### src/rtl/projectile_launcher.sv
`timescale 1ns/1ps
// projectile_launcher: owns the single player projectile (launch, climb, retire, cooldown, re-arm).
// Latency: fire sampled on edge N launches on edge N+2; hit retires on the same edge it is seen.
// Backpressure: none; presses outside IDLE are dropped. Optional PROJECTILE_AUTOFIRE_EN re-launches while fire is held.
module projectile_launcher #(
    parameter int SPEED          = 4,
    parameter int TOP_Y          = 0,
    parameter int SPAWN_OFS      = 12,
    parameter int COOLDOWN_TICKS = 8,
    parameter int PARK_X         = 0,
    parameter int PARK_Y         = 0
) (
    input  logic       i_dclk,
    input  logic       i_clr,
    input  logic       i_play,
    input  logic       i_tick,
    input  logic       i_fire,
    input  logic [9:0] i_ship_x,
    input  logic [9:0] i_ship_y,
    input  logic       i_hit,
    output logic [9:0] o_projectiles_x,
    output logic [9:0] o_projectiles_y,
    output logic       o_active,
    output logic [7:0] o_shots
);

    localparam logic [1:0] ST_IDLE     = 2'd0;
    localparam logic [1:0] ST_FLIGHT   = 2'd1;
    localparam logic [1:0] ST_COOLDOWN = 2'd2;

    localparam int CW = (COOLDOWN_TICKS < 2) ? 1 : $clog2(COOLDOWN_TICKS + 1);

    localparam logic [9:0]    SPEED_V     = 10'(SPEED);
    localparam logic [9:0]    SPAWN_V     = 10'(SPAWN_OFS);
    localparam logic [9:0]    PARK_X_V    = 10'(PARK_X);
    localparam logic [9:0]    PARK_Y_V    = 10'(PARK_Y);
    // Retire bound kept one bit wider so TOP_Y + SPEED cannot wrap.
    localparam logic [10:0]   RETIRE_LIM  = 11'(TOP_Y + SPEED);
    localparam logic [CW-1:0] COOL_LOAD   = CW'(COOLDOWN_TICKS);
    localparam logic [CW-1:0] COOL_ONE    = CW'(1);

    logic          r_s1;
    logic          r_s2;
    logic          r_s3;
    logic [1:0]    r_state;
    logic [CW-1:0] r_cool;
    logic [9:0]    r_x;
    logic [9:0]    r_y;
    logic          r_active;
    logic [7:0]    r_shots;

    logic          w_press;
    logic          w_launch;
    logic          w_retire;
    logic [9:0]    w_spawn_y;

    // Two-flop synchroniser for the asynchronous button, plus one delay flop for edge detect.
    always_ff @(posedge i_dclk or negedge i_clr) begin
        if (!i_clr) begin
            r_s1 <= 1'b0;
            r_s2 <= 1'b0;
            r_s3 <= 1'b0;
        end else begin
            r_s1 <= i_fire;
            r_s2 <= r_s1;
            r_s3 <= r_s2;
        end
    end

    assign w_press = r_s2 & ~r_s3;

`ifdef PROJECTILE_AUTOFIRE_EN
    // A held button (synchronised level) is enough to launch from IDLE.
    assign w_launch = i_play & (w_press | r_s2);
`else
    assign w_launch = i_play & w_press;
`endif

    // Spawn clamps at the top of the screen instead of wrapping.
    assign w_spawn_y = (i_ship_y < SPAWN_V) ? 10'd0 : (i_ship_y - SPAWN_V);

    // Hit wins regardless of tick; the top-of-screen compare precedes the subtract so y never wraps.
    assign w_retire = i_hit | (i_tick & ({1'b0, r_y} < RETIRE_LIM));

    // Projectile state machine: launch, climb, retire, cooldown; play low forces IDLE but keeps shots.
    always_ff @(posedge i_dclk or negedge i_clr) begin
        if (!i_clr) begin
            r_state  <= ST_IDLE;
            r_cool   <= '0;
            r_x      <= PARK_X_V;
            r_y      <= PARK_Y_V;
            r_active <= 1'b0;
            r_shots  <= 8'd0;
        end else if (!i_play) begin
            r_state  <= ST_IDLE;
            r_cool   <= '0;
            r_x      <= PARK_X_V;
            r_y      <= PARK_Y_V;
            r_active <= 1'b0;
        end else begin
            case (r_state)
                ST_IDLE: begin
                    if (w_launch) begin
                        r_state  <= ST_FLIGHT;
                        r_x      <= i_ship_x;
                        r_y      <= w_spawn_y;
                        r_active <= 1'b1;
                        r_shots  <= r_shots + 8'd1;
                    end
                end
                ST_FLIGHT: begin
                    if (w_retire) begin
                        r_state  <= ST_COOLDOWN;
                        r_cool   <= COOL_LOAD;
                        r_x      <= PARK_X_V;
                        r_y      <= PARK_Y_V;
                        r_active <= 1'b0;
                    end else if (i_tick) begin
                        r_y <= r_y - SPEED_V;
                    end
                end
                ST_COOLDOWN: begin
                    if (r_cool == '0) begin
                        r_state <= ST_IDLE;
                    end else if (i_tick) begin
                        r_cool <= r_cool - COOL_ONE;
                    end
                end
                default: begin
                    r_state  <= ST_IDLE;
                    r_cool   <= '0;
                    r_x      <= PARK_X_V;
                    r_y      <= PARK_Y_V;
                    r_active <= 1'b0;
                end
            endcase
        end
    end

    assign o_projectiles_x = r_x;
    assign o_projectiles_y = r_y;
    assign o_active        = r_active;
    assign o_shots         = r_shots;

endmodule
### config.mk
export PLATFORM = sky130hd
export DESIGN_NAME = projectile_launcher
export DESIGN_NICKNAME = d
export VERILOG_FILES = /design/src/rtl/projectile_launcher.sv
export SDC_FILE = /design/constraint.sdc
export NUM_CORES = 1
export LEC_CHECK = 0
export ABC_CLOCK_PERIOD_IN_PS = 4600
export CAP_MARGIN = 30
export CELL_PAD_IN_SITES_DETAIL_PLACEMENT = 1
export CELL_PAD_IN_SITES_GLOBAL_PLACEMENT = 2
export CORE_MARGIN = 2
export CORE_UTILIZATION = 30
export CTS_BUF_LIST = sky130_fd_sc_hd__clkbuf_4 sky130_fd_sc_hd__clkbuf_8 sky130_fd_sc_hd__clkbuf_16
export CTS_CLUSTER_DIAMETER = 200
export DETAILED_ROUTE_END_ITERATION = 8
export GPL_ROUTABILITY_DRIVEN = 0
export PLACE_DENSITY_LB_ADDON = 0.12
export SLEW_MARGIN = 15
export SYNTH_ARGS = -nofsm -noshare
export SYNTH_HDL_FRONTEND = slang
export SYNTH_SLANG_ARGS = --single-unit
### constraint.sdc
create_clock -name i_dclk -period 4.6 [get_ports i_dclk]
set_input_delay 0.46 -clock i_dclk [delete_from_list [all_inputs] [get_ports i_dclk]]
set_output_delay 0.46 -clock i_dclk [all_outputs]
set_load 0.05 [all_outputs]
Yosys cells after proc, flatten, opt, wreduce, memory -nomap -nowiden:

Cells that the tools add are included.

* register bits after elaboration: 38
* bits of input ports: 26
* output and inout bits: 29
* logic and storage cells: 61

* add/sub/neg operators: 4
* magnitude comparators: 2
* equal/unequal tests: 10
* mux-type cells: 24
* bitwise operators: 5
* reductions and logical operators: 7

Operators by type and width (number)
* 10-bit two-way mux: 8
* 10-bit case mux with 3 select lines: 2
* 4-bit two-way mux: 4
* 3-bit inequality test (second input constant): 5
* 4-bit case mux with 3 select lines: 1
* 3-bit AND reduction: 4
* 10-bit by 3-bit < comparator with 1-bit output (second input constant): 1
* 10-bit by 4-bit < comparator with 1-bit output (second input constant): 1
* 10-bit by 3-bit subtractor with 10-bit output (second input constant): 1
* 10-bit by 4-bit subtractor with 10-bit output (second input constant): 1
* 8-bit by 1-bit adder with 8-bit output (second input constant): 1
* 2-bit two-way mux: 4
* 2-bit case mux with 3 select lines: 1
* 4-bit logical NOT: 1
* 2-bit inequality test (second input constant): 2
* 4-bit inequality test (second input constant): 1
* 4-bit AND reduction: 1
* 4-bit by 1-bit subtractor with 4-bit output (second input constant): 1
* 1-bit AND: 3
* 1-bit two-way mux: 3
* 1-bit case mux with 3 select lines: 1
* 2-bit by 1-bit equality test with 1-bit output (second input constant): 1
* 2-bit equality test (second input constant): 1
* 2-bit logical NOT: 1
* other kinds (2): 2

Depth between registers and ports, before layout:

* depth after elaboration: 6
* mapped depth: 8
* gate-level depth less buffers: 6

Least setup slack after synthesis:

OpenSTA, ideal clock, no wires.

* kind: reg2reg
* start point: reg r_y[2] (netlist: o_projectiles_y[2])
* end point: reg r_x[0] (netlist: o_projectiles_x[0])
* setup time: 0.120 ns
* arrival: 1.935 ns
* data required time: 4.480 ns
* slack: 2.545 ns
* stages on the path, launching flop included: 8
* path buffers: 1
* period minus slack after synthesis: 2.055 ns
* cell sequence: dfrtp_1 -> inv_1 -> ha_1 -> and4bb_1 -> a21oi_2 -> nor2_1 -> buf_2 -> a31o_2

* word-level cells in the longest chain between the ends: 5

Ends and longest elaborated chain
* start: declaration: RTL line 48 `logic [9:0] r_y;`
* start signal: assignment: RTL line 106 `r_y <= w_spawn_y;`
* start signal: assignment: RTL line 119 `r_y <= r_y - SPEED_V;`
* 10-bit by 3-bit < comparator with 1-bit output: RTL line 83 `assign w_retire = i_hit | (i_tick & ({1'b0, r_y} < RETIRE_LIM));`
* 1-bit AND: RTL line 83
* 1-bit OR: RTL line 83
* 3-bit inequality test (no line)
* 3-bit AND reduction (no line)
* end signal: assignment: RTL line 105 `r_x <= i_ship_x;`
* end: declaration: RTL line 47 `logic [9:0] r_x;`

No other way between the ends.
A chain may end at the register's enable or synchronous reset.

Worst setup path in the final report:

* start point: in i_tick
* end point: reg r_active (netlist: o_active)

* word-level cells in the longest chain between the ends: 4

Ends and longest elaborated chain
* start: declaration: RTL line 16 `input logic i_tick,`
* 1-bit AND: RTL line 83
* 1-bit OR: RTL line 83
* 3-bit inequality test (no line)
* 3-bit AND reduction (no line)
* end signal: assignment: RTL line 92 `r_active <= 1'b0;`
* end signal: assignment: RTL line 99 `r_active <= 1'b0;`
* end signal: assignment: RTL line 107 `r_active <= 1'b1;`
* end: declaration: RTL line 49 `logic r_active;`

No other way between the ends.

==> reports/results.ini <==
[outcome]
status = finished, final reports clean

[pwr]
leakagePower_nw = 1.23
power_mw = 2.05
ir_drop_v = 0.000347
power_density_nw_per_um2 = 692

[route]
drcViolationCount = 0
viasPerCell = 5.09
drt.antenna.violating_nets = 0
drtIter0Drc = 58
dr.pass1.iters = 4
wl_microns = 6050
num_vias = 1883
wl_per_cell_microns = 16.4

[clock_network]
ctsHoldBuffers = 0
clockRootBuffer = clkbuf_8
post_cts_buffers = 0
cts_buffer_depth = 2
cts_tree = yes
cts_resized = 0
clk_latency_ns = 0.29
clock-sinks = 38
cts_buffers = 5
clk_pin_slew_worst_paths_ns = 0.08
cts_htree_levels = 2

[synthesis]
syn_area_per_cell_sq_um = 9.99
synth-seq-cells = 38
synth_area_sq_um = 2160
async_flop_share = 1.00
synthCells = 216
synth_ff_type = dfrtp_1
yosys_warnings = 0
synth_cell_types = 50
syn_nets = 251
seq_area_frac_synth = 0.441
synth_edf_count = 0

[final_layout]
drive_gt1_frac = 0.117
multi_input_area_sq_um = 1120
area_growth_pct = 37.6
finish.utilization = 0.432
num-fill-cells = 806
layout.nets = 308
finalNonFillerCells = 370
regArea_sq_um = 951
finalInstanceArea_sq_um = 2970
antenna-diode-count = 0

[critical_path]
path_max_fanout = 23
rrSetupSlack_ns = 2.05
cp_data_arrival_time_ns = 2.82
critPathRequiredTime_ns = 4.78
cp-end-kind = flip-flop
start_kind = input port
critical_path_class = in -> reg

[sta]
fin_crit_ns = 2.65
setup_viol = 0
worst_pin_slew_ns = 0.833
max_clock_freq_ghz = 0.378
tns_ns = 0
rsz0062_at_grt = no
post-route-period-util = 0.575
finClkSkew_ns = 0.00380
slew_violations = 0
relSlewSlack = 0.443
hold_violations = 0

[global_route]
grtUsageTotal = 0.161
grt_overflow = 0
grt_pass1_wl_microns = 9770
grt_max_degree = 39
grt_pass1_vias = 1954
antenna_found_initial = 0

[die]
die_w_microns = 88.8
fp.dieArea_sq_um = 7890
start_util = 0.314
die_height_microns = 88.8
core_sq_um = 6870
row_count = 30
ios = 55

[placed_design]
port_buffers = 54
hpwl_microns = 4450
dp.cells = 361
dpl_cell_area_sq_um = 2800

[worst_hold_path]
hold_class = in -> async

[flow_run]
maxCapViolCount = 0

==> where the power goes <==
| group | internal [mW] | switching (mW) | total, mW |
|---|---|---|---|
| combinational | 0.415 | 0.717 | 1.13 |
| sequential | 0.444 | 0.122 | 0.566 |
| clock | 0.231 | 0.125 | 0.357 |
| total | 1.09 | 0.965 | 2.05 |
==> flip-flops by register name (all words and copies together), names as in the netlist <==
register         count
o_projectiles_x     10
o_active             1
r_s3                 1
r_state              2
o_shots              8
o_projectiles_y     10
r_cool               4
r_s1                 1
r_s2                 1
==> final cells by class <==
| class | count | area share |
|---|---|---|
| clock buffer | 6 | 0.0278 |
| clock inverter | 2 | 0.0202 |
| inverter | 13 | 0.0164 |
| multi-input combinational | 157 | 0.378 |
| sequential | 38 | 0.320 |
| tap | 96 | 0.0404 |
| timing repair buffer | 58 | 0.197 |
==> metrics by stage <==
step	setup slack [ns]	hold WS, ns
final	1.95	0.100
after global routing	1.76	0.128
after CTS	1.97	0.315
after detailed placement	1.67	0.336
after global placement	1.72	0.335
after floorplan	2.55	0.164
==> path summary, 6_finish.rpt <==
kind                               startpoint                 end  cells after the start
max                                    i_tick            o_active                      6
min                                     i_clr  o_projectiles_y[7]                      1
max reg2reg                o_projectiles_y[2]            o_active                      7
min reg2reg                              r_s1                r_s2                      0
max in group asynchronous               i_clr          o_shots[6]                      2
min in group i_dclk                      r_s1                r_s2                      0
==> critical path: stages <==
cell and delay (ns):
clkdlybuf4s50_1 0.64, and4bb_1 0.40, a21oi_2 0.09, buf_4 0.22, nor2_1 0.61, mux2_2 0.40
==> cell usage in the layout (no fill, tap or decap), types with 3 or more instances in the layout <==
cell and instances:
nand2_1 12, xnor2_1 6, o21ai_0 16, clkbuf_8 6
nor2b_1 3, a31o_2 10, nand4_1 3, nand2b_1 6
xor2_1 4, buf_4 3, a21oi_1 8, inv_1 13
clkdlybuf4s50_1 53, o211ai_1 3, mux2i_1 3, dfrtp_1 38
o221ai_1 3, nor3_1 8, nand3_1 5, nor2_1 7
a31oi_1 3, o21a_1 10, nor4_1 3, ha_1 9
==> cells in the mapped netlist, types with 2 or more instances <==
cell type	count	share of area
xor2_1	4	0.016
nand2b_1	6	0.017
o211ai_1	3	0.010
o221ai_1	3	0.012
ha_1	9	0.052
o41ai_1	2	0.0081
a22o_1	2	0.0081
clkbuf_1	3	0.0052
o31ai_1	2	0.0070
a22oi_1	2	0.0070
nor3_1	8	0.019
a21oi_1	8	0.019
nand4_1	3	0.0087
nor2_1	7	0.012
nand3_1	5	0.012
nand2_1	12	0.021
buf_2	5	0.012
dfrtp_1	38	0.44
mux2i_1	3	0.014
o21a_1	10	0.035
a31oi_1	3	0.0087
inv_1	13	0.023
mux2_2	2	0.010
a211oi_1	2	0.0070
or3_1	2	0.0058
nor4_1	3	0.0087
o21ai_0	17	0.039
a31o_2	10	0.041
nor2b_1	3	0.0087
xnor2_1	6	0.024
==> kinds of logic after synthesis <==
logic type | count (synthesis) | synth area share
mux | 5 | 0.0243
simple gates | 61 | 0.165
compound gates | 72 | 0.238
flops | 38 | 0.441
fa+ha+maj | 9 | 0.0522
buf+inv | 21 | 0.0394
xor+xnor | 10 | 0.0406
==> routing by layer <==
layer  routed length [microns]  part of all wire  up-vias  global-route usage
li1                          -                 -      916                   -
met1                      3040              0.50      921               0.229
met2                      2750              0.45       44               0.256
met3                       247             0.041        2              0.0308
met4                        17            0.0028        0              0.0289
met5                         0                 0        -                   0
Note: power is estimated with default switching activity, not from simulation.
